===== src/rtl/credit_tracker_pkg.sv =====
// Shared types and state encodings for the credit tracker.
// Contents:
//   credit_state_t  2-bit FSM state type
//   CR_*            state encodings (INIT, ACTIVE, DRAIN, DRAINED)
package credit_tracker_pkg;

    typedef logic [1:0] credit_state_t;

    localparam credit_state_t CR_INIT    = 2'd0;
    localparam credit_state_t CR_ACTIVE  = 2'd1;
    localparam credit_state_t CR_DRAIN   = 2'd2;
    localparam credit_state_t CR_DRAINED = 2'd3;

endpackage


===== src/rtl/credit_tracker_if.sv =====
// Link-side signal bundle for the credit tracker.
// Modports:
//   master  issuing side: drives remote_ready, send_valid, ret_valid, ret_cnt, drain_req
//   slave   tracker side: drives send_ready, drained, credits, no_credits, almost_out,
//           overflow_err
interface credit_tracker_if #(
    parameter int unsigned DEPTH      = 4,
    parameter int unsigned MAX_RETURN = 2
);
    localparam int unsigned CW = $clog2(DEPTH + 1);
    localparam int unsigned RW = $clog2(MAX_RETURN + 1);

    logic          remote_ready;
    logic          send_valid;
    logic          send_ready;
    logic          ret_valid;
    logic [RW-1:0] ret_cnt;
    logic          drain_req;
    logic          drained;
    logic [CW-1:0] credits;
    logic          no_credits;
    logic          almost_out;
    logic          overflow_err;

    modport master (
        output remote_ready, send_valid, ret_valid, ret_cnt, drain_req,
        input  send_ready, drained, credits, no_credits, almost_out, overflow_err
    );

    modport slave (
        input  remote_ready, send_valid, ret_valid, ret_cnt, drain_req,
        output send_ready, drained, credits, no_credits, almost_out, overflow_err
    );

endinterface


===== src/rtl/credit_counter.sv =====
// Saturating credit counter.
// Ports:
//   clk, rst    clock, async active-low reset
//   dec         consume one credit this cycle
//   add         credits returned this cycle (already gated and clamped)
//   clear       force count to 0 (highest priority)
//   load        force count to DEPTH
//   count       registered credit count
//   count_next  value count takes on the next edge
//   overflow    pulse: the net update exceeded DEPTH and was saturated
module credit_counter #(
    parameter int unsigned DEPTH      = 4,
    parameter int unsigned MAX_RETURN = 2
) (
    input  logic                             clk,
    input  logic                             rst,
    input  logic                             dec,
    input  logic [$clog2(MAX_RETURN+1)-1:0]  add,
    input  logic                             clear,
    input  logic                             load,
    output logic [$clog2(DEPTH+1)-1:0]       count,
    output logic [$clog2(DEPTH+1)-1:0]       count_next,
    output logic                             overflow
);
    localparam int unsigned CW = $clog2(DEPTH + 1);

    localparam logic [CW-1:0] FULL   = CW'(DEPTH);
    localparam logic [CW:0]   FULL_W = (CW + 1)'(DEPTH);

    logic [CW-1:0] count_q;
    logic [CW:0]   sum;

    // One extra bit so an over-return is visible instead of wrapping.
    always_comb begin
        sum        = (CW + 1)'(count_q) + (CW + 1)'(add) - (CW + 1)'(dec);
        overflow   = 1'b0;
        count_next = sum[CW-1:0];
        if (clear) begin
            count_next = '0;
        end else if (load) begin
            count_next = FULL;
        end else if (sum > FULL_W) begin
            overflow   = 1'b1;
            count_next = FULL;
        end
    end

    always_ff @(posedge clk or negedge rst) begin
        if (!rst) begin
            count_q <= '0;
        end else begin
            count_q <= count_next;
        end
    end

    assign count = count_q;

endmodule


===== src/rtl/credit_tracker.sv =====
// Producer-side credit tracker for a credit-based link into a DEPTH-entry remote buffer.
// Ports:
//   clk  clock
//   rst  async active-low reset
//   bus  credit_tracker_if.slave: send handshake, credit returns, drain handshake, status
module credit_tracker
    import credit_tracker_pkg::*;
#(
    parameter int unsigned DEPTH      = 4,
    parameter int unsigned MAX_RETURN = 2
) (
    input  logic             clk,
    input  logic             rst,
    credit_tracker_if.slave  bus
);
    localparam int unsigned CW = $clog2(DEPTH + 1);
    localparam int unsigned RW = $clog2(MAX_RETURN + 1);

    localparam logic [CW-1:0] FULL  = CW'(DEPTH);
    localparam logic [RW-1:0] MAX_R = RW'(MAX_RETURN);

    credit_state_t state_q, state_d;
    logic          overflow_err_q, overflow_err_d;

    logic [CW-1:0] count, count_next;
    logic [RW-1:0] ret_amt;
    logic          cnt_overflow;
    logic          send_ready, fire;
    logic          ret_too_big, ret_in_init;
    logic          clear, load, full_next;

    // Registered-only: no path from send_valid or ret_* to send_ready.
    assign send_ready = (state_q == CR_ACTIVE) && (count != '0);
    assign fire       = bus.send_valid & send_ready;

    always_comb begin
        ret_too_big = bus.ret_valid && (bus.ret_cnt > MAX_R);
        ret_in_init = bus.ret_valid && (state_q == CR_INIT);
        ret_amt     = '0;
        if (bus.ret_valid && (state_q != CR_INIT)) begin
            ret_amt = ret_too_big ? MAX_R : bus.ret_cnt;
        end
        clear = (state_q != CR_INIT) && !bus.remote_ready;
        load  = (state_q == CR_INIT) && bus.remote_ready;
    end

    credit_counter #(
        .DEPTH      (DEPTH),
        .MAX_RETURN (MAX_RETURN)
    ) u_counter (
        .clk        (clk),
        .rst        (rst),
        .dec        (fire),
        .add        (ret_amt),
        .clear      (clear),
        .load       (load),
        .count      (count),
        .count_next (count_next),
        .overflow   (cnt_overflow)
    );

    assign full_next = (count_next == FULL);

    always_comb begin
        state_d = state_q;
        case (state_q)
            CR_INIT:    if (bus.remote_ready) state_d = CR_ACTIVE;
            // Enter DRAIN, or pass straight to DRAINED if every credit is already home.
            CR_ACTIVE:  if (bus.drain_req) state_d = full_next ? CR_DRAINED : CR_DRAIN;
            CR_DRAIN:   if (full_next) state_d = CR_DRAINED;
            CR_DRAINED: if (!bus.drain_req) state_d = CR_ACTIVE;
            default:    state_d = CR_INIT;
        endcase
        // Remote side went away: drop everything and wait for it to come back.
        if (clear) state_d = CR_INIT;
    end

    assign overflow_err_d = overflow_err_q | cnt_overflow | ret_too_big | ret_in_init;

    always_ff @(posedge clk or negedge rst) begin
        if (!rst) begin
            state_q        <= CR_INIT;
            overflow_err_q <= 1'b0;
        end else begin
            state_q        <= state_d;
            overflow_err_q <= overflow_err_d;
        end
    end

    assign bus.send_ready   = send_ready;
    assign bus.drained      = (state_q == CR_DRAINED);
    assign bus.credits      = count;
    assign bus.no_credits   = (count == '0);
    assign bus.almost_out   = (count == CW'(1));
    assign bus.overflow_err = overflow_err_q;

`ifndef SYNTHESIS
    a_no_fire_empty: assert property (@(posedge clk) disable iff (!rst)
        !(fire && (count == '0)));
    a_no_ret_in_init: assert property (@(posedge clk) disable iff (!rst)
        !(bus.ret_valid && (state_q == CR_INIT)));
`endif

endmodule


===== src/flat_wrapper.sv =====
// flat-port wrapper written by rule: the top's interface ports become plain ports
module credit_tracker_flat import credit_tracker_pkg::*;
#(
    parameter int unsigned DEPTH      = 4,
    parameter int unsigned MAX_RETURN = 2
)
  (clk, rst, bus_remote_ready, bus_send_valid, bus_ret_valid, bus_ret_cnt, bus_drain_req, bus_send_ready, bus_drained, bus_credits, bus_no_credits, bus_almost_out, bus_overflow_err);
  credit_tracker_if #(.DEPTH(DEPTH), .MAX_RETURN(MAX_RETURN)) bus_i ();
  input  logic clk;
  input  logic rst;
  input wire logic [$bits(bus_i.remote_ready)-1:0] bus_remote_ready;
  input wire logic [$bits(bus_i.send_valid)-1:0] bus_send_valid;
  input wire logic [$bits(bus_i.ret_valid)-1:0] bus_ret_valid;
  input wire logic [$bits(bus_i.ret_cnt)-1:0] bus_ret_cnt;
  input wire logic [$bits(bus_i.drain_req)-1:0] bus_drain_req;
  output wire logic [$bits(bus_i.send_ready)-1:0] bus_send_ready;
  output wire logic [$bits(bus_i.drained)-1:0] bus_drained;
  output wire logic [$bits(bus_i.credits)-1:0] bus_credits;
  output wire logic [$bits(bus_i.no_credits)-1:0] bus_no_credits;
  output wire logic [$bits(bus_i.almost_out)-1:0] bus_almost_out;
  output wire logic [$bits(bus_i.overflow_err)-1:0] bus_overflow_err;
  assign bus_i.remote_ready = bus_remote_ready;
  assign bus_i.send_valid = bus_send_valid;
  assign bus_i.ret_valid = bus_ret_valid;
  assign bus_i.ret_cnt = bus_ret_cnt;
  assign bus_i.drain_req = bus_drain_req;
  assign bus_send_ready = bus_i.send_ready;
  assign bus_drained = bus_i.drained;
  assign bus_credits = bus_i.credits;
  assign bus_no_credits = bus_i.no_credits;
  assign bus_almost_out = bus_i.almost_out;
  assign bus_overflow_err = bus_i.overflow_err;
  credit_tracker #(.DEPTH(DEPTH), .MAX_RETURN(MAX_RETURN)) u_core (.clk(clk), .rst(rst), .bus(bus_i));
endmodule

===== config.mk =====
export PLATFORM = sky130hd
export DESIGN_NAME = credit_tracker_flat
export DESIGN_NICKNAME = d
export VERILOG_FILES = /design/src/rtl/credit_tracker_pkg.sv /design/src/rtl/credit_tracker_if.sv /design/src/rtl/credit_counter.sv /design/src/rtl/credit_tracker.sv /design/src/flat_wrapper.sv
export SDC_FILE = /design/constraint.sdc
export NUM_CORES = 1
export LEC_CHECK = 0
export BUFFER_PORTS_ARGS = -buffer_cell sky130_fd_sc_hd__buf_2
export CAP_MARGIN = 20
export CORE_UTILIZATION = 41
export DETAILED_ROUTE_END_ITERATION = 6
export HOLD_SLACK_MARGIN = 0.08
export PLACE_DENSITY = 0.67
export SKIP_LAST_GASP = 1
export SLEW_MARGIN = 0
export SYNTH_ARGS = -nofsm -noshare
export SYNTH_HDL_FRONTEND = slang
export SYNTH_HIERARCHICAL = 1
export SYNTH_SLANG_ARGS = --single-unit

===== constraint.sdc =====
create_clock -name clk -period 9.21 [get_ports clk]
set_clock_uncertainty 0.15 [all_clocks]
set_input_delay 1.842 -clock clk [delete_from_list [all_inputs] [get_ports clk]]
set_output_delay 1.842 -clock clk [all_outputs]
set_load 0.05 [all_outputs]

Word-level counts from Yosys, hierarchy flattened. Cells that the tools add are included.

Add/subtract/negate cells: 2. Magnitude comparators: 2. Eq/ne operators: 9. Mux-type cells: 15. Bitwise gates (word level): 4. Reduce and logical (&&, ||, !) cells: 12.

Operator list (count): 2-to-1 mux 2 bit (7); 2-to-1 mux 3 bit (3); inequality test 3 x 2 -> 1 bit, second input constant (3); case mux 2 bit (4 select lines) (1); logical AND 1 bit (6); adder 3 x 2 -> 4 bit (1); equality test 2 bit, second input constant (2); greater-than comparator 4 x 3 -> 1 bit, second input constant (1); 2-to-1 mux 1 bit (4); AND reduction 4 bit (1); subtractor 4 x 1 -> 4 bit (1); equality test 3 x 1 -> 1 bit, second input constant (1); equality test 3 bit, second input constant (1); zero test 3 bit (1); inequality test 3 x 1 -> 1 bit, second input constant (1); OR 1 bit (3); nonzero test 3 bit (1); equality test 2 x 1 -> 1 bit, second input constant (1); greater-than comparator 2 bit, second input constant (1); zero test 2 bit (1); nonzero test 2 bit (1); AND 1 bit (1); zero test 1 bit (1).

Register bits after elaboration: 6. Output and inout bits: 8. Word-level logic and storage cells: 47.

Logic depth before layout (Yosys ltp). Gate-level depths: netlist of run 1.

Depth in word-level cells: 15. Mapped depth: 14. Mapped depth without buffers: 14.

Hierarchy. Netlist of run 1, hierarchy kept.

By module, submodules not included: credit_counter (times used 1, cells each 34, area each 304.0 um^2, seq. area each 75.1 um^2); credit_tracker (times used 1, cells each 29, area each 287.8 um^2, seq. area each 75.1 um^2).

Least setup slack after synthesis of run 1. Ideal clock, no wire load.

Path type: register to register. Start: reg u_core.u_counter.count_q[2] (netlist: u_core/u_counter/count[2]). End: reg u_core.state_q[0]. Setup time: 79 ps. Data arrival time: 4383 ps. Data required time: 8981 ps. Setup slack: 4597 ps. Cell stages (with the launch flop): 14. Path buffers: 0. Cells stage by stage: dfrtp_1 -> nor3_2 -> nor2b_1 -> and2_1 -> ha_1 -> inv_1 -> ha_1 -> fa_1 -> xor2_1 -> or4_4 -> and3b_1 -> nor3b_2 -> o211ai_2 -> mux2i_1.

Longest elaborated chain between the ends: 13.

RTL lines: start: declaration (line credit_counter.sv:30) `logic [CW-1:0] count_q;`; start signal: assignment (line credit_counter.sv:52) `count_q <= count_next;`; nonzero test 3 bit (*) (line credit_tracker.sv:33) `assign send_ready = (state_q == CR_ACTIVE) && (count != '0);`; logical AND 1 bit (*) (line credit_tracker.sv:33); named net bus_send_ready (line flat_wrapper.sv:16) `output wire logic [$bits(bus_i.send_ready)-1:0] bus_send_ready;`; AND 1 bit (*) (line credit_tracker.sv:34) `assign fire = bus.send_valid & send_ready;`; named net u_core.fire (line credit_tracker.sv:28) `logic send_ready, fire;`; subtractor 4 x 1 -> 4 bit (*) (line credit_counter.sv:35) `sum = (CW + 1)'(count_q) + (CW + 1)'(add) - (CW + 1)'(dec);`; greater-than comparator 4 x 3 -> 1 bit (line credit_counter.sv:42) `end else if (sum > FULL_W) begin`; 2-to-1 mux 3 bit (*) (line credit_counter.sv:42); 2-to-1 mux 3 bit (*) (line credit_counter.sv:40) `end else if (load) begin`; 2-to-1 mux 3 bit (*) (line credit_counter.sv:38) `if (clear) begin`; named net u_core.count_next[2] (line credit_tracker.sv:25) `logic [CW-1:0] count, count_next;`; equality test 3 bit (*) (line credit_tracker.sv:62) `assign full_next = (count_next == FULL);`; 2-to-1 mux 1 bit (line credit_tracker.sv:69) `CR_ACTIVE: if (bus.drain_req) state_d = full_next ? CR_DRAINED : CR_DRAIN;`; 2-to-1 mux 2 bit (line credit_tracker.sv:69); case mux 2 bit (4 select lines) (line credit_tracker.sv:66) `case (state_q)`; 2-to-1 mux 2 bit (line credit_tracker.sv:75) `if (clear) state_d = CR_INIT;`; end signal: assignment (line credit_tracker.sv:85) `state_q <= state_d;`; end: declaration (line credit_tracker.sv:22) `credit_state_t state_q, state_d;`.

Mark *: on every way through the listed nets, which the timed path passes. The rest lies on a longest branch. The select of a mux whose other input is x is not followed. A chain may end at the register's enable or synchronous reset.

Worst setup path in the final report of run 1.
Start: in bus_send_valid. End: reg u_core.state_q[0].

Longest elaborated chain between the ends: 11.

RTL lines: start: declaration (line flat_wrapper.sv:12) `input wire logic [$bits(bus_i.send_valid)-1:0] bus_send_valid;`; AND 1 bit (*) (line credit_tracker.sv:34); named net u_core.fire (line credit_tracker.sv:28); subtractor 4 x 1 -> 4 bit (*) (line credit_counter.sv:35); greater-than comparator 4 x 3 -> 1 bit (line credit_counter.sv:42); 2-to-1 mux 3 bit (*) (line credit_counter.sv:42); 2-to-1 mux 3 bit (*) (line credit_counter.sv:40); 2-to-1 mux 3 bit (*) (line credit_counter.sv:38); named net u_core.count_next[2] (line credit_tracker.sv:25); equality test 3 bit (*) (line credit_tracker.sv:62); 2-to-1 mux 1 bit (line credit_tracker.sv:69); 2-to-1 mux 2 bit (line credit_tracker.sv:69); case mux 2 bit (4 select lines) (line credit_tracker.sv:66); 2-to-1 mux 2 bit (line credit_tracker.sv:75).

Marks and branches as above.

==> results of run 1 <==
[worst min path at each step]
stage,startpoint,endpoint,slack [ns],cells past startpoint
final,u_core/bus.overflow_err,u_core/bus.overflow_err,0.31,1
after global routing,u_core/bus.overflow_err,u_core/bus.overflow_err,0.34,1
after CTS,u_core/bus.overflow_err,u_core/bus.overflow_err,0.32,1
after detailed placement,u_core/bus.overflow_err,u_core/bus.overflow_err,0.31,1
after global placement,u_core/bus.overflow_err,u_core/bus.overflow_err,0.32,1
after floorplan,u_core/state_q[1],u_core/state_q[1],0.41,2
[per-layer routing]
metal / vias to the layer above / wire [µm] / share of wire (%) / track usage, %
met3: 0 / 88 / 8.0 / 6.667
met4: 0 / 0 / 0 / 2.586
met1: 230 / 534 / 48 / 23.16
met5: - / 0 / 0 / 0
met2: 20 / 478 / 43 / 22.58
li1: 253 / - / - / -
[cells in the mapped netlist]
master	n	area [µm²]
dfrtp_1	6	150.1
mux2i_1	3	30.03
nor3b_2	1	12.51
a21o_1	2	15.01
inv_1	12	45.04
ha_1	9	112.6
o211ai_2	1	12.51
nor3_2	1	10.01
xor2_1	1	8.760
xnor2_1	1	8.760
and3b_1	2	17.52
and3_1	1	6.260
a211oi_1	1	7.510
and2_1	2	12.51
nor4bb_1	1	10.01
or3_1	1	6.260
fa_1	1	20.02
a311oi_1	1	8.760
a21oi_1	2	10.01
o21ai_0	4	20.02
nand2b_1	3	18.77
or4_4	1	11.26
nor2_1	2	7.510
nor3b_1	1	7.510
a211o_1	1	8.760
nor2b_1	1	6.260
o211ai_1	1	7.510
[stage by stage]
stage                     util, %  cells
after floorplan                 -     63
after global placement      52.04     93
after detailed placement    52.04     93
after CTS                   53.75     96
after global routing        53.75     96
final                       53.75     96
[layout make-up]
cell class / count / area (µm²)
well taps: 15 / 18.77
multi-input cells: 45 / 396.6
fillers: 131 / 609.3
flip-flops and latches: 6 / 150.1
repair buffers: 15 / 75.07
clock buffers: 3 / 22.52
inverters: 12 / 45.04
[logic make-up after synthesis]
group,after synthesis
flip-flops,6
AND/OR/NAND/NOR,17
adder cells (fa/ha/maj),10
XOR/XNOR,2
multiplexers,3
buffers and inverters,12
AO/OA/AOI/OAI,13
[registers in the layout (all words and copies together) (netlist names)]
signal	count
u_core/u_counter/count	3
u_core/state_q	2
u_core/bus.overflow_err	1
[critical path: cells and delay by family]
family	cells	cell delay [ns]
adder cells (fa/ha/maj)	3	0.88
buffers and inverters	2	0.13
multiplexers	1	0.22
AO/OA/AOI/OAI	1	0.19
AND/OR/NAND/NOR	4	1.00
XOR/XNOR	1	0.20
==> results, run 1 <==
- Data on the critical path is required at its endpoint by 9.23 ns.
- After Yosys synthesis, XOR and XNOR cells account for 2.960% of the synthesized area.
- The clock net in this run drives a total of 6 sinks.
- The initial detailed-routing violation count is 8.
- The antenna diode count is 0.
- The minimum setup slack after placement is 4.508 ns.
- The worst register-to-register path ends at u_core/state_q[0].
- The average cell area after synthesis is 9.394 µm².
- Synthesis produced a netlist whose cell count is 63.
- The boundary pin count is 16.
- The buffer count from post-CTS setup fixing is 0.
- The clock transition at the registers of the reported paths is 0.05 ns.
- The most prevalent standard cell on the critical path is ha_1.
- For this run, the total global-route usage over all layers was measured as 16.06%.
- From synthesis to final layout, the design area changed by 19.66%.
- The placed wire-length estimate after detailed placement is 914.1 µm.
- After synthesis, the largest family of logic cells by area is adder cells.
- For the worst setup path, the data arrival time is 4.45 ns.
- Routability-driven placement finished with a final weighted congestion of 0.7761.
- The synthesized design contains 6 register bits.
- Summing the areas of all compound-gate instances in the mapped netlist gives 15.22% of the synthesized area.
- The startpoint of the lowest-slack register-to-register path is u_core/state_q[1].
- The worst path meets setup with 4.780 ns of slack.
- The number of clock buffers added by TritonCTS is 3.
- Of the available clock period, the critical path in the final layout requires 48.10%.
- Before antenna repair, the detailed router went through 4 iterations.
- Timing would allow up to 225.7 MHz.
- The initial core utilization is 44.92%.
- The run finished with clean final reports.
- The number of nets in the final layout is 101.
- Dividing the detail-routed wire length by the instance count gives 11.48 µm.
- The net count after synthesis is 81.
- The number of vias in the routed layout is 503.
- The final number of max-transition violations came to 0.
- The number of remaining DRC errors is 0.
- In this design, the stage delay of the slowest critical-path cell is 0.50 ns.
- The post-synthesis instance area is 591.8 µm².
- The count of buffers added on input and output ports is 15.
- The count of endpoints failing hold in the final timing report is 0.
- After routing the design area is 708.2 µm².
- The tightest min-delay check is of the flip-flop to flip-flop type.
- STA classifies the critical path endpoint as a flip-flop.
- Of all nets on the critical path, the largest fanout is 3.
- The hold-fix buffer count after cts is 0.
- The largest net degree at the start of global routing is 9.
- The floorplan has 13 rows.
- The final setup TNS is 0 ns.
- The critical setup path kind is primary input to flip-flop.
- Synthesis instantiated 27 different standard cells from the library.
- Walking the worst path, the cells encountered are buf_2, and2_1, ha_1, inv_1, ha_1, fa_1, xor2_1, or4_4, and3b_1, nor3b_2, o211ai_2, mux2i_1.
- For this design, the slowest cell found on the critical path is or4_4.
- The number of antenna violations at the first check in global routing is 0.
- The clock latency on the worst-skew pair is 0.25 ns.
- The floorplan die width is 39.99 µm.
- In this run the number of H-tree levels came out at 1.
- The critical path endpoint is u_core/state_q[0].
- The portion of synthesized area spent on multiplexers is 5.074%.
- The clock root buffer is clkbuf_4.
- The first global-routing pass estimated 1649 µm of wire.
- The post-layout minimum cycle time is 4.430 ns.
- The total length of routed wires is 1102 µm.
- The number of nets with antenna violations after routing is 0.
- The post-synthesis sequential area ratio is 25.37%.
- Measured in cells, the most critical reg-to-reg path has a length of 14.
- The share of final-layout standard cells stronger than drive strength 1 is 27.16%.
- Across all register-to-register paths, the minimum setup slack is 5.60 ns.
- In the layout the commonest cells are 15 x buf_2, 12 x inv_1, 9 x ha_1, 6 x dfrtp_1, 4 x o21ai_0.
- The number of synthesis warnings is 6.
- For the pin with the worst max-slew slack, the measured transition is 0.3296 ns.
- Summing the areas of all and, or, nand and nor instances in the mapped netlist gives 21.35% of the synthesized area.
- In this run the deepest clock path goes through 2 buffers.
- The number of global-route vias before repair came to 396.
- In this run, post-CTS repair resized a total of 0 instances.
- The final setup violation count is 0.
- Summing the areas of all fa, ha and maj instances in the mapped netlist gives 22.41% of the synthesized area.
- On the final layout, the worst hold slack is 0.3147 ns.
- The most common library cell in the layout ignoring fill and taps is buf_2.
- Setup repair after global routing left no endpoint under its margin.
- The die covers 1599 µm².
- The region available for standard cell placement spans 1318 µm².
- The placed instance area is 685.7 µm².
- Tracing the worst setup path back leads to its startpoint at bus_send_valid.
- Global routing finished with a remaining overflow of 0.
- TritonCTS built the clock tree.
- The height of the die is 39.99 µm.
- The routed via count divided by cell count is 5.240.
- Across the run, the number of max-cap violations was 0.
- The startpoint kind of the worst setup timing path is a primary input.
- Headroom to the max-slew limit came out at 77.72%.
Power of run 1 is not shown: default switching activity piles up to over one toggle a cycle in this logic, so the estimate is an artifact.
==> inputs of run 2 (changes only) <==
--- a/config.mk
+++ b/config.mk
@@ -5,12 +5,13 @@
 export SDC_FILE = /design/constraint.sdc
 export NUM_CORES = 1
 export LEC_CHECK = 0
+export ABC_AREA = 1
 export BUFFER_PORTS_ARGS = -buffer_cell sky130_fd_sc_hd__buf_2
 export CAP_MARGIN = 20
 export CORE_UTILIZATION = 41
 export DETAILED_ROUTE_END_ITERATION = 6
 export HOLD_SLACK_MARGIN = 0.08
-export PLACE_DENSITY = 0.67
+export PLACE_DENSITY = 0.69
 export SKIP_LAST_GASP = 1
 export SLEW_MARGIN = 0
 export SYNTH_ARGS = -nofsm -noshare
==> constraint.sdc (replaced) <==
create_clock -name clk -period 3.9 [get_ports clk]
set_clock_uncertainty 0.15 [all_clocks]
set_input_delay 0.78 -clock clk [delete_from_list [all_inputs] [get_ports clk]]
set_output_delay 0.78 -clock clk [all_outputs]
set_load 0.05 [all_outputs]
==> run 2 against run 1 <==
  * Register-to-register slack got worse by 4.7 ns
  * Area after synthesis rose by 2.1%
  * Worst setup slack got worse by 3.8 ns
  * Critical path depth rose by 8
  * Cell area rose by 2.5%
  * Worst hold slack got worse by 0.11 ns
  * Critical path type is now flip-flop to flip-flop
  * Synthesized cell count rose by 41%
  * Final cell count rose by 27%
  * Routed wire length rose by 0.64%
  * Via count rose by 9.3%
==> results, run 2 <==
- The routed via count divided by cell count was 4.508 (-14%).
- The buffer count from post-CTS setup fixing is 0 (unchanged).
- The average cell area after synthesis is 6.790 µm² (-28%).
- The endpoint kind of the worst setup timing path is a flip-flop.
- The final number of max-transition violations was 0 (unchanged).
- Of all cell types, the one taking the most synthesized area is dfrtp_1.
- The post-synthesis sequential element count is 6 (unchanged).
- The signal on the critical path passes through inv_1, ha_1, inv_2, nor3b_1, ha_1, inv_1, ha_1, fa_1, nand2_1, nand2_1, nor2_2, nand3_2, nor2_1, nor2_2, nand2_1, nand2_1, nand2_2, nand2_1, nand2_1, nor2_1.
- The count of TritonRoute iterations in the first routing pass is 4 (unchanged).
- The share of final-layout standard cells stronger than drive strength 1 is 26.17% (-0.99 points).
- In the synthesized netlist the dominant register cell turns out to be dfrtp_1.
- The most frequent cell after synthesis is nand2_1.
- The post-route worst hold slack is 0.2083 ns (-0.1064 ns).
- The area of the die was 1631 µm² (+2.0%).
- The mux share of post-synthesis cell area is 0% (-5.1 points).
- The slowest stage of the critical path is the dfrtp_1 cell.
- The clock root buffer is clkbuf_4.
- Among the stages of the critical path, the cell type that occurs most often is nand2_1.
- The initial core utilization is 45.31% (+0.39 points).
- The xor and xnor area share after synthesis is 0% (-3.0 points).
- The library cell used most frequently in the layout, excluding fill and tap cells, is nand2_1.
- The height of the die is 40.39 µm (+1.0%).
- The post-synthesis cell type count is 15 (-44%).
- The end-of-flow core utilization is 54.41% (+0.66 points).
- The fraction of the cycle the final worst path needs is 75.65%.
- The net count after synthesis is 107 (+32%).
- The area share of the leading cell type in the synthesized netlist is 24.84% (-0.53 points).
- The worst setup slack for register-to-register paths is 0.95 ns (-4.65 ns).
- The largest net degree at the start of global routing is 7 (-2).
- The number of flip-flops under the largest register name is 3 (unchanged).
- The clock transition at the registers of the reported paths came to 0.04 ns (about the same).
- The number of nets in the final layout is 127 (+26%).
- The maximum clock frequency is 338.9 MHz.
- The run finished with clean final reports.
- The adder-cell share of the synthesized area is 21.95% (-0.46 points).
- Setup repair after global routing left no endpoint under its margin.
- Leaving out fill and tap cells, the most frequent cells in the layout are 21 x nand2_1, 19 x inv_1, 15 x buf_2, 12 x nor2_1, 9 x ha_1.
- The number of vias in the routed layout is 550 (+9.3%).
- The boundary pin count is 16 (unchanged).
- The aggregate global-route resource usage came to 17.43% (+1.4 points).
- Sorting the synthesized cells by area gives the leading types as dfrtp_1 25%, ha_1 19%, nand2_1 13%.
- STA classifies the critical path startpoint as a flip-flop.
- The worst setup slack after layout was 0.9495 ns (-3.830 ns).
- The hold-fix buffer count after cts is 0 (unchanged).
- The layer with the highest usage is met2.
- By count the netlist is led by 21 x nand2_1, 19 x inv_1, 12 x nor2_1.
- The post-detailed-route wirelength per cell is 9.090 µm (-21%).
- The path category of the worst min-delay check is primary input to asynchronous set/reset pin.
- The maximum clock path buffer count is 2 (unchanged).
- The final setup violation count is 0 (unchanged).
- The quantity of gates resized following cts is 0 (unchanged).
- The headroom to the max-slew limit is 83.55% (+5.8 points).
- The dominant combinational cell family by area after synthesis is simple AND/OR/NAND/NOR gates.
- By startpoint and endpoint, the worst setup path is classified as flip-flop to flip-flop.
- The placed wire-length estimate after detailed placement is 971.5 µm (+6.3%).
- The number of antenna violations at the first check in global routing is 0 (unchanged).
- The number of remaining DRC errors was 0 (unchanged).
- The number of cells on the worst reg-to-reg path came to 20 (+6).
- The number of CTS-inserted buffers is 3 (unchanged).
- The number of nets with antenna violations after routing is 0 (unchanged).
- The fraction of met2 tracks used by global routing is 29.76% (+7.2 points).
- The largest stage delay on the critical path came to 0.39 ns (-0.11 ns).
- Among cell families on the critical path, the largest total delay comes from simple AND/OR/NAND/NOR gates.
- TritonCTS built the clock tree.
- The floorplan core area is 1334 µm² (+1.2%).
- The site row count is 13 (unchanged).
- The basic-gate share of the synthesized area counting and, or, nand and nor cells was 39.13% (+18 points).
- The weighted congestion at the end of routability-driven global placement came to 0.7732 (-0.37%).
- The number of buffers and inverters on the critical path is 3 (+1).
- The post-synthesis instance area is 604.3 µm² (+2.1%).
- The number of clock sinks is 6 (unchanged).
- The total congestion overflow after global routing is 0 (unchanged).
- In this run the critical register-to-register path is captured at u_core/state_q[0].
- The maximum fanout encountered on the critical timing path is 4 (+1).
- The met3 track utilization from global routing was 6.667% (unchanged).
- The number of global-route vias before repair was 514 (+30%).
- The number of synthesis warnings is 6 (unchanged).
- The initial detailed-routing violation count was 4 (-4).
- The global-route wire length before repair is 1800 µm (+9.2%).
- The startpoint identified for the worst register-to-register timing path is u_core/state_q[1].
- The clock latency on the worst-skew pair is 0.24 ns (about the same).
- The total length of routed wires was 1109 µm (+0.64%).
- The proportion of register bits with asynchronous set or reset after synthesis was 100.0% (unchanged).
- The required time of the critical path came to 3.88 ns (-5.35 ns).
- The number of synthesized flops with an enable pin is 0 (unchanged).
- The final setup TNS is 0 ns (unchanged).
- The gate count of the mapped netlist came to 89 (+41%).
- The post-layout minimum cycle time is 2.950 ns.
- The number of violations of the max-capacitance limit came to 0 (unchanged).
- The met1 routing resource usage after global routing is 17.91% (-5.3 points).
- The minimum setup slack after placement is 0.8096 ns (-3.698 ns).
- The post-synthesis sequential area ratio is 24.84% (-0.53 points).
- The count of endpoints failing hold in the final timing report is 0 (unchanged).
- The floorplan die width came to 40.39 µm (+1.0%).
- The antenna diode count was 0 (unchanged).
- The number of H-tree branching levels is 1 (unchanged).
- The transition time at the pin with the least slew margin was 0.2485 ns (-0.08116 ns).
- The number of input and output port buffers inserted came to 15 (unchanged).
- The endpoint arrival time on the critical path is 2.93 ns (-1.52 ns).
- From synthesis to final layout, the design area changed by 20.08%.
- The area fraction in compound gates after synthesis is 1.656% (-14 points).
run 2: cell types whose count changed after synthesis, sizes merged, moves of 2 or more:
cell    delta
nand3      +8
mux2i      -3
o211ai     -2
and3b      -2
nor2      +14
a21o       -2
nand2b     -3
nand2     +23
inv        +8
and2       -2
o21ai      -3
run 2: how the worst max path moves through the flow:
stage | start | end | slack, ns | depth (start not counted)
final | u_core/state_q[1] | u_core/state_q[0] | 0.95 | 20
after global routing | u_core/state_q[1] | u_core/state_q[0] | 0.76 | 20
after CTS | u_core/state_q[1] | u_core/state_q[0] | 0.92 | 20
after detailed placement | bus_send_valid | u_core/state_q[0] | 0.81 | 18
after floorplan | u_core/u_counter/count[2] | u_core/state_q[1] | 0.43 | 18
after global placement | bus_send_valid | u_core/state_q[1] | 0.85 | 18
run 2: cell families (layout without fill, tap and decap cells):
logic type               Yosys count  in the layout
AND/OR/NAND/NOR                   51             51
buffers and inverters             20             38
adder cells (fa/ha/maj)           10             10
flip-flops                         6              6
AO/OA/AOI/OAI                      2              2
run 2: final cells by class:
class / count / area (µm²)
Sequential cell: 6 / 150.1
Multi-Input combinational cell: 63 / 384.1
Fill cell: 143 / 608.1
Tap cell: 15 / 18.77
Timing Repair Buffer: 15 / 75.07
Inverter: 20 / 75.07
Clock buffer: 3 / 22.52
run 2: metal layers:
layer,vias up,part of all wire [%]
li1,308,-
met2,13,48
met4,0,0.72
met5,-,0
met3,2,4.3
met1,227,47
run 2: metrics by stage:
step                std cells  cell area (µm²)
floorplan                  89            609.3
finish                    122            725.7
CTS                       122            725.7
global route              122            725.7
global placement          119            703.2
detailed placement        119            703.2
Power of run 2 is left out for the same reason.
==> inputs of run 3 (changes only) <==
--- a/config.mk
+++ b/config.mk
@@ -5,13 +5,13 @@
 export SDC_FILE = /design/constraint.sdc
 export NUM_CORES = 1
 export LEC_CHECK = 0
-export ABC_AREA = 1
+export ABC_AREA = 0
 export BUFFER_PORTS_ARGS = -buffer_cell sky130_fd_sc_hd__buf_2
 export CAP_MARGIN = 20
 export CORE_UTILIZATION = 41
 export DETAILED_ROUTE_END_ITERATION = 6
 export HOLD_SLACK_MARGIN = 0.08
-export PLACE_DENSITY = 0.69
+export PLACE_DENSITY = 0.67
 export SKIP_LAST_GASP = 1
 export SLEW_MARGIN = 0
 export SYNTH_ARGS = -nofsm -noshare
==> constraint.sdc (replaced) <==
create_clock -name clk -period 2.8 [get_ports clk]
set_clock_uncertainty 0.15 [all_clocks]
set_input_delay 0.56 -clock clk [delete_from_list [all_inputs] [get_ports clk]]
set_output_delay 0.56 -clock clk [all_outputs]
set_load 0.05 [all_outputs]
==> run 3 against run 2 <==
  * The flow now finishes with violations (negative setup slack)
  * Sequential cell count unchanged
  * First-iteration DRC count decreased by 25%
  * Worst setup slack got worse by 1.5 ns
  * Critical path type unchanged
  * Largest cell class unchanged
==> results, run 3 (synthesized netlist as in run 1, its figures left out) <==
- The boundary pin count is 16 (unchanged).
- The path category of the worst min-delay check is flip-flop to flip-flop.
- The global-route wire length before repair came to 2283 µm (+27%).
- The standby leakage power is 0.4720 nW.
- The worst setup slack for register-to-register paths was -0.54 ns (-1.49 ns).
- The run finished, with violations left.
- The number of nets in the final layout came to 120 (-5.5%).
- The post-route non-filler standard cell count came to 116 (-4.9%).
- The clock latency on the worst-skew pair is 0.25 ns (about the same).
- The number of CTS-inserted buffers is 3 (unchanged).
- The total length of routed wires is 1447 µm (+30%).
- The endpoint of the most critical register-to-register path is u_core/state_q[0].
- The final number of max-transition violations is 0 (unchanged).
- The number of H-tree branching levels is 1 (unchanged).
- The number of vias in the routed layout was 593 (+7.8%).
- The initial core utilization is 44.92% (-0.39 points).
- The count of TritonRoute iterations in the first routing pass was 5 (+1).
- The transition time at the pin with the least slew margin is 0.4080 ns (+0.1596 ns).
- The area of the die is 1599 µm² (-2.0%).
- The number of instances on the worst hold path is 1.
- The number of flip-flops under the largest register name is 3 (unchanged).
- The aggregate global-route resource usage came to 21.96% (+4.5 points).
- The final setup violation count is 5 (+5).
- In the layout the commonest cells are 18 x buf_4, 15 x buf_2, 8 x inv_1, 5 x ha_1.
- The headroom to the max-slew limit is 72.41% (-11 points).
- The floorplan die width is 39.99 µm (-0.99%).
- The power density relative to cell area is 1357 nW/µm².
- The number of antenna violations at the first check in global routing is 0 (unchanged).
- The maximum fanout encountered on the critical timing path is 4 (unchanged).
- The TritonCTS clock tree is yes.
- The largest net degree at the start of global routing is 8 (+1).
- The worst-case IR drop observed on VDD is 731.4 µV.
- The number of cells on the worst reg-to-reg path is 13 (-35%).
- The worst setup slack after layout is -0.5408 ns (-1.490 ns).
- The sink of the worst hold path is u_core/bus.overflow_err.
- The number of violations of the max-capacitance limit came to 0 (unchanged).
- The critical setup path kind is flip-flop to flip-flop.
- The number of remaining DRC errors is 0 (unchanged).
- The number of nets with antenna violations after routing was 0 (unchanged).
- The routed via count divided by cell count is 5.112 (+13%).
- The clock root buffer is clkbuf_4.
- The number of input and output port buffers inserted is 15 (unchanged).
- The floorplan core area was 1318 µm² (-1.2%).
- The number of clock sinks is 6 (unchanged).
- The weighted congestion at the end of routability-driven global placement was 0.8026 (+3.8%).
- The clock transition at the registers of the reported paths is 0.04 ns (about the same).
- The endpoint arrival time on the critical path was 3.35 ns (+0.42 ns).
- The maximum clock path buffer count is 2 (unchanged).
- The post-layout minimum cycle time is 3.341 ns (+0.3903 ns).
- The fraction of the cycle the final worst path needs is 119.3% (+44 points).
- The startpoint of the lowest-slack register-to-register path is u_core/state_q[0].
- The maximum clock frequency is 299.3 MHz (-12%).
- The end-of-flow core utilization is 70.94% (+17 points).
- The initial detailed-routing violation count is 3 (-1).
- STA classifies the critical path endpoint as a flip-flop.
- The total congestion overflow after global routing is 0 (unchanged).
- The final reports fail on negative setup slack.
- The share of final-layout standard cells stronger than drive strength 1 is 57.43% (+31 points).
- The count of endpoints failing hold in the final timing report was 0 (unchanged).
- The post-detailed-route wirelength per cell is 12.47 µm (+37%).
- The height of the die is 39.99 µm (-0.99%).
- The number of global-route vias before repair is 583 (+13%).
- The site row count was 13 (unchanged).
- STA classifies the critical path startpoint as a flip-flop.
- Setup repair after global routing could not meet its margin everywhere.
- Leaving out fill and tap cells, the most frequent cell in the layout is buf_4.
- The placed wire-length estimate after detailed placement was 1063 µm (+9.4%).
- The cell count after placement is 108 (-9.2%).
- The required time of the critical path came to 2.81 ns (-1.07 ns).
- The area overhead of the layout relative to synthesis is 57.93%.
- The worst hold path begins at u_core/bus.overflow_err.
- The antenna diode count is 0 (unchanged).
==> run 3: cell types whose count changed in the layout (fill, tap and decap cells not counted), sizes merged, moves of 2 or more <==
cell    change
and2        +2
o211ai      +2
buf        +18
mux2i       +3
nor2       -14
o21ai       +3
inv         -8
nand3       -8
nand2      -23
and3b       +2
a21o        +2
nand2b      +3
==> run 3: final cells by class <==
type | instances | area [µm²]
inverters | 12 | 45.04
repair buffers | 34 | 220.2
well taps | 15 | 18.77
multi-input cells | 45 | 470.5
clock buffers | 4 | 26.28
flip-flops and latches | 6 | 153.9
fillers | 105 | 382.9
==> run 3: report_power, final <==
part           switching (mW)  internal [mW]
clock network          0.0331         0.0541
registers              0.0310          0.122
logic                   0.547          0.482
total                   0.611          0.658
==> run 3: worst max path at each step <==
stage                              start                end  slack, ns  cells after the start
2_1_floorplan  u_core/u_counter/count[0]  u_core/state_q[0]      -1.03                     13
3_3_place_gp           u_core/state_q[0]  u_core/state_q[1]      -0.52                     13
3_5_place_dp           u_core/state_q[0]  u_core/state_q[0]      -0.56                     13
4_1_cts                u_core/state_q[0]  u_core/state_q[0]      -0.47                     13
5_1_grt                u_core/state_q[0]  u_core/state_q[0]      -0.62                     13
6_report               u_core/state_q[0]  u_core/state_q[0]      -0.54                     13
==> run 3: routing by layer <==
layer	part of all wire, %	vias to the layer above	GRT usage (%)
met5	0	-	0
met4	0	0	5.172
met3	5.0	0	7.778
met2	54	17	39.11
met1	41	278	24.65
li1	-	298	-
==> run 3: critical path: stages, from the launching register on <==
cell	delay, ns
dfrtp_1	0.42
ha_2	0.20
nor2b_4	0.12
and2_4	0.14
ha_4	0.26
inv_2	0.04
ha_4	0.15
fa_2	0.36
xor2_1	0.16
or4_4	0.45
and3b_1	0.21
nor3b_4	0.17
o211ai_2	0.22
mux2i_1	0.21
==> run 3: what timing repair did <==
action | in CTS | in global routing
setup buffers | 2 | 1
hold endpoints to repair | 6 | 0
pin swaps | 3 | 3
endpoints found under the setup margin | 5 | 6
hold buffers | 1 | 0
gates resized for setup | 11 | 3
==> run 3: through the flow <==
| step | power (mW) | worst slack, ns | TNS [ns] | area (µm²) | hold slack (ns) |
|---|---|---|---|---|---|
| floorplan | 0.7498 | -1.027 | -3.969 | 614.3 | 0.1144 |
| global placement | 1.011 | -0.5160 | -1.305 | 820.8 | 0.2352 |
| detailed placement | 1.029 | -0.5612 | -1.411 | 820.8 | 0.2398 |
| CTS | 1.224 | -0.4714 | -1.068 | 922.1 | 0.3471 |
| global route | 1.373 | -0.6165 | -1.710 | 934.6 | 0.3546 |
| finish | 1.268 | -0.5408 | -1.324 | 934.6 | 0.3404 |
Note: power is estimated with default switching activity, not from simulation.
